<file path="config.mk">
export PLATFORM = sky130hd
export DESIGN_NAME = conv_window_gen
export DESIGN_NICKNAME = d
export VERILOG_FILES = /design/src/rtl/conv_window_gen.sv
export SDC_FILE = /design/constraint.sdc
export NUM_CORES = 1
export LEC_CHECK = 0
export CAP_MARGIN = 20
export CORE_MARGIN = 2
export CORE_UTILIZATION = 45
export DETAILED_ROUTE_END_ITERATION = 8
export PLACE_DENSITY = 0.69
export SETUP_SLACK_MARGIN = 0.5
export SLEW_MARGIN = 20
export SYNTH_ARGS = -nofsm -noshare
export SYNTH_HDL_FRONTEND = slang
export SYNTH_SLANG_ARGS = --single-unit
</file>
<file path="constraint.sdc">
create_clock -name clk -period 5.1 [get_ports clk]
set_input_delay 1.02 -clock clk [delete_from_list [all_inputs] [get_ports clk]]
set_output_delay 1.02 -clock clk [all_outputs]
set_load 0.05 [all_outputs]
</file>
<file path="src/rtl/conv_window_gen.sv">
// Streaming 3x3 sliding-window generator: raster pixels in, packed 3x3 neighbourhoods out.
// Optional feature macro: CONV_WINDOW_LAST_EN (adds window_last, end-of-frame window flag).
module conv_window_gen #(
    parameter int DATA_WIDTH = 8,
    parameter int IMG_WIDTH  = 28,
    parameter int IMG_HEIGHT = 28
) (
    input  logic                    clk,
    input  logic                    rst_n,
    input  logic [DATA_WIDTH-1:0]   pixel_in,
    input  logic                    pixel_valid,
    input  logic                    pixel_sof,
    output logic [9*DATA_WIDTH-1:0] window_data,
    output logic                    window_valid
`ifdef CONV_WINDOW_LAST_EN
    ,
    output logic                    window_last
`endif
);

    // Handshake: valid-only, no ready. pixel_valid accepts pixel_in that cycle; window_valid
    // marks a fresh window_data for exactly one cycle and downstream must take it.

    localparam int CW = (IMG_WIDTH  > 1) ? $clog2(IMG_WIDTH)  : 1;
    localparam int RW = (IMG_HEIGHT > 1) ? $clog2(IMG_HEIGHT) : 1;

    localparam logic [CW-1:0] COL_LAST      = CW'(IMG_WIDTH - 1);
    localparam logic [RW-1:0] ROW_LAST      = RW'(IMG_HEIGHT - 1);
    localparam logic [CW-1:0] COL_FIRST_WIN = CW'(2);
    localparam logic [RW-1:0] ROW_FIRST_WIN = RW'(2);

    logic [CW-1:0] col_q, col_d;
    logic [RW-1:0] row_q, row_d;
    logic [CW-1:0] cur_col;
    logic [RW-1:0] cur_row;

    logic [DATA_WIDTH-1:0] lb0_mem [IMG_WIDTH];
    logic [DATA_WIDTH-1:0] lb1_mem [IMG_WIDTH];
    logic [DATA_WIDTH-1:0] lb0_rd;
    logic [DATA_WIDTH-1:0] lb1_rd;

    logic [DATA_WIDTH-1:0] win_q [9];
    logic [DATA_WIDTH-1:0] win_d [9];

    logic valid_q, valid_d;
    logic last_q, last_d;

    // A start-of-frame pixel overrides the counters so a partial frame is simply abandoned.
    always_comb begin
        cur_col = pixel_sof ? '0 : col_q;
        cur_row = pixel_sof ? '0 : row_q;
    end

    always_comb begin
        col_d = col_q;
        row_d = row_q;
        if (pixel_valid) begin
            if (cur_col == COL_LAST) begin
                col_d = '0;
                row_d = (cur_row == ROW_LAST) ? '0 : cur_row + RW'(1);
            end else begin
                col_d = cur_col + CW'(1);
                row_d = cur_row;
            end
        end
    end

    always_comb begin
        lb0_rd = lb0_mem[cur_col];
        lb1_rd = lb1_mem[cur_col];
    end

    always_comb begin
        for (int g = 0; g < 9; g++) begin
            win_d[g] = win_q[g];
        end
        if (pixel_valid) begin
            for (int r = 0; r < 3; r++) begin
                win_d[r*3]     = win_q[r*3 + 1];
                win_d[r*3 + 1] = win_q[r*3 + 2];
            end
            win_d[2] = lb1_rd;
            win_d[5] = lb0_rd;
            win_d[8] = pixel_in;
        end
    end

    // Rows 0-1 and columns 0-1 are gated, so stale line-buffer data and row-wrapped
    // columns never reach a valid window.
    always_comb begin
        valid_d = pixel_valid && (cur_row >= ROW_FIRST_WIN) && (cur_col >= COL_FIRST_WIN);
        last_d  = valid_d && (cur_row == ROW_LAST) && (cur_col == COL_LAST);
    end

    always_ff @(posedge clk) begin
        if (!rst_n) begin
            col_q   <= '0;
            row_q   <= '0;
            valid_q <= 1'b0;
            last_q  <= 1'b0;
            for (int g = 0; g < 9; g++) begin
                win_q[g] <= '0;
            end
        end else begin
            col_q   <= col_d;
            row_q   <= row_d;
            valid_q <= valid_d;
            last_q  <= last_d;
            for (int g = 0; g < 9; g++) begin
                win_q[g] <= win_d[g];
            end
        end
    end

    // Line buffers are plain RAM: no reset, read-before-write at the same column.
    always_ff @(posedge clk) begin
        if (rst_n && pixel_valid) begin
            lb1_mem[cur_col] <= lb0_rd;
            lb0_mem[cur_col] <= pixel_in;
        end
    end

    always_comb begin
        window_data = '0;
        for (int g = 0; g < 9; g++) begin
            window_data[g*DATA_WIDTH +: DATA_WIDTH] = win_q[g];
        end
    end

    assign window_valid = valid_q;

`ifdef CONV_WINDOW_LAST_EN
    assign window_last = last_q;
`else
    logic unused_last;
    assign unused_last = last_q;
`endif

endmodule

</file>
==> impl_metrics.py <==
metrics = {
    "status": {
        "status": "finished clean",
    },
    "run": {
        "maxCapViolations": 0,
    },
    "detailed_routing": {
        "ant_nets": 0,
        "wl_um": 55000,
        "wl_per_cell_um": 25.8,
        "drc": 0,
        "first_iter_violations": 1520,
        "vias": 12700,
        "drtPass1Iterations": 6,
        "vias_per_cell": 5.94,
    },
    "die": {
        "design.die.area_sq_mm": 0.0484,
        "coreArea_sq_mm": 0.0463,
        "die_y_um": 220,
        "start_util_pct": 45.3,
        "rows": 79,
        "pin_count": 85,
        "die_x_um": 220,
    },
    "clock_network": {
        "cts.sinks": 531,
        "cts_tree": "done",
        "path_clk_slew_ns": 0.06,
        "holdBufCountCts": 0,
        "cts_made_buffers": 51,
        "cts_root_buf": "clkbuf_16",
        "cts_buffer_depth": 3,
        "h-tree-depth": 2,
        "cts_setup_buffers": 0,
        "clk_latency_ns": 0.60,
        "cts_resized": 0,
    },
    "worst_setup_path": {
        "crit_path_top_delay_cell": "nand2_1",
        "critPathKind": "input pin to register",
        "worstSetupEndpointType": "register",
        "cp-start-kind": "input pin",
        "critPathLaunch": "pixel_sof",
        "required_ns": 5.15,
        "crit_arrival_ns": 4.47,
        "crit_chain": "buf_2, buf_12, inv_1, nand3_1, a211oi_1, nor4_1, nand2_1",
        "critPathMaxStageDelay_ns": 0.93,
        "critPathMaxFanout": 34,
        "worstReg2RegStart": "col_q[0]$_SDFFE_PN0P_",
    },
    "sta": {
        "max_slew_margin_pct": 25.7,
        "clock_skew_ns": 0.0256,
        "max_clock_freq_ghz": 0.226,
        "fin_crit_sh_pct": 86.8,
        "fin_hold_ws_ns": 0.504,
        "tightest_slew_ns": 1.11,
        "hold_violations": 0,
        "tns_ns": 0,
        "finalSetupViolations": 0,
        "drv_slew": 0,
        "period_needed_ns": 4.43,
        "rsz0062_at_grt": "no",
    },
    "logic_synthesis": {
        "avgSynthCellArea_sq_um": 15.1,
        "ys_types": 58,
        "synth_edf_count": 448,
        "netlist_area_sq_mm": 0.0210,
        "synth_nets": 1405,
        "ys_async_sr_fraction_pct": 0,
        "synth-seq-cells": 531,
        "ys_seq_area_share_pct": 72.1,
        "synth_ff_type": "edfxtp_1",
        "synthCells": 1392,
        "synth_warnings": 0,
    },
    "worst_hold_path": {
        "hp-class": "register to register",
        "hp-start": "row_q[1]$_SDFFE_PN0P_",
    },
    "power_and_ir_drop": {
        "irDropWorstVdd_mv": 0.252,
        "powerDensity_mw_per_mm2": 377,
        "power.total_mw": 9.10,
        "p_leak_nw": 7.96,
    },
    "global_route": {
        "grt_usage_pct": 23.0,
        "first_global_vias": 12200,
        "antenna_found_initial": 1,
        "grt_max_degree": 83,
        "grt_pass1_wl_um": 80400,
        "grt-ovfl-total": 0,
    },
    "placed_design": {
        "dp_cells": 2040,
        "numPortBuffers": 84,
        "dp_hpwl_um": 34000,
        "gp_congestion": 0.911,
    },
    "cells_and_area": {
        "finalNonFillerCells": 2132,
        "area_growth_pct": 15.1,
        "fin_nets": 1499,
        "drive_gt1_share_pct": 11.6,
        "n_antenna_cell": 0,
    },
}
## state kept, by name (all words and copies together), names as in the netlist
signal	cells
col_q	5
row_q	5
win_q	72
lb0_mem	224
window_valid	1
lb1_mem	224
## Yosys cell counts, drive strengths merged (13+ instances only)
master | number | area, sq um
a211oi | 62 | 470
a21oi | 38 | 190
a221oi | 37 | 324
a22oi | 17 | 128
a31oi | 22 | 138
buf | 71 | 399
clkbuf | 29 | 109
dfxtp | 83 | 1660
edfxtp | 448 | 13500
mux2 | 22 | 248
mux2i | 136 | 1360
nand2 | 91 | 342
nand3 | 21 | 105
nor2 | 57 | 214
nor2b | 84 | 526
nor3b | 13 | 103
o21ai | 50 | 250
## layout make-up
type	count	area, sq um
Sequential cell	531	15100
Timing Repair Buffer	141	1260
Fill cell	3776	22100
Clock inverter	22	224
Inverter	8	30.0
Multi-Input combinational cell	753	5330
Tap cell	607	759
Clock buffer	70	1420
## cells by family (layout without fill, tap and decap cells)
family | after synthesis | count (layout) | synth area share (%)
buffers and inverters | 108 | 241 | 2.56
muxes | 165 | 165 | 8.42
and+or+nand+nor | 308 | 308 | 7.70
adders and majority gates | 1 | 1 | 0.0596
AOI/OAI and AO/OA | 279 | 279 | 9.20
DFF | 531 | 531 | 72.1
## cells in the final DEF, fill, tap and decap left out, drive strengths merged, types with 3 or more instances in the layout
| cell type | instances |
|---|---|
| nor2 | 57 |
| clkinv | 16 |
| a21oi | 38 |
| o211ai | 6 |
| a211oi | 62 |
| a21boi | 3 |
| buf | 66 |
| o22ai | 7 |
| a32oi | 6 |
| edfxtp | 448 |
| o21ai | 50 |
| mux4 | 7 |
| mux2 | 22 |
| a221oi | 37 |
| nor3b | 13 |
| clkbuf | 70 |
| nand2 | 91 |
| inv | 8 |
| nor3 | 6 |
| bufinv | 5 |
| mux2i | 136 |
| a31oi | 22 |
| a311oi | 10 |
| dfxtp | 83 |
| a22oi | 17 |
| and2 | 8 |
| clkdlybuf4s50 | 75 |
| nor4b | 3 |
| nand3b | 3 |
| nor2b | 84 |
| nor4 | 10 |
| nand3 | 21 |
| o221ai | 8 |
## worst paths after layout
check	cells past startpoint	to	slack (ns)
hold / removal	2	row_q[1]$_SDFFE_PN0P_	0.50
hold reg to reg	2	row_q[1]$_SDFFE_PN0P_	0.50
setup reg to reg	5	lb1_mem[18][0]$_DFFE_PP_	1.17
setup / recovery	7	lb1_mem[18][0]$_DFFE_PP_	0.67
## per-layer routing
layer  GRT usage, %  vias up  share of wire [%]
met1           31.0     6299                 40
li1               -     5585                  -
met3           5.96      103                 10
met4           9.91        2                4.0
met5              0        -              0.024
met2           35.2      675                 45
## through the flow
stage | worst slack, ns | area [sq um] | utilization, %
6_report | 0.671 | 24200 | 52.2
5_1_grt | 0.658 | 24200 | 52.2
4_1_cts | 0.922 | 24200 | 52.2
3_5_place_dp | 0.314 | 22500 | 48.7
3_3_place_gp | 0.423 | 22500 | 48.7
2_1_floorplan | 1.90 | 21000 | -
## worst max-delay path: cells and delay by family
kind / cells / cell delay, ns
AND/OR/NAND/NOR: 3 / 2.25
buffers and inverters: 3 / 0.93
AO/OA/AOI/OAI: 1 / 0.23
## power breakdown
| part | internal [mW] | switching (mW) | total [mW] |
|---|---|---|---|
| registers | 4.76 | 0.0364 | 4.79 |
| clock network | 2.19 | 1.54 | 3.73 |
| logic | 0.174 | 0.404 | 0.578 |
| total | 7.12 | 1.98 | 9.10 |
Note: power is estimated with default switching activity, not from simulation.
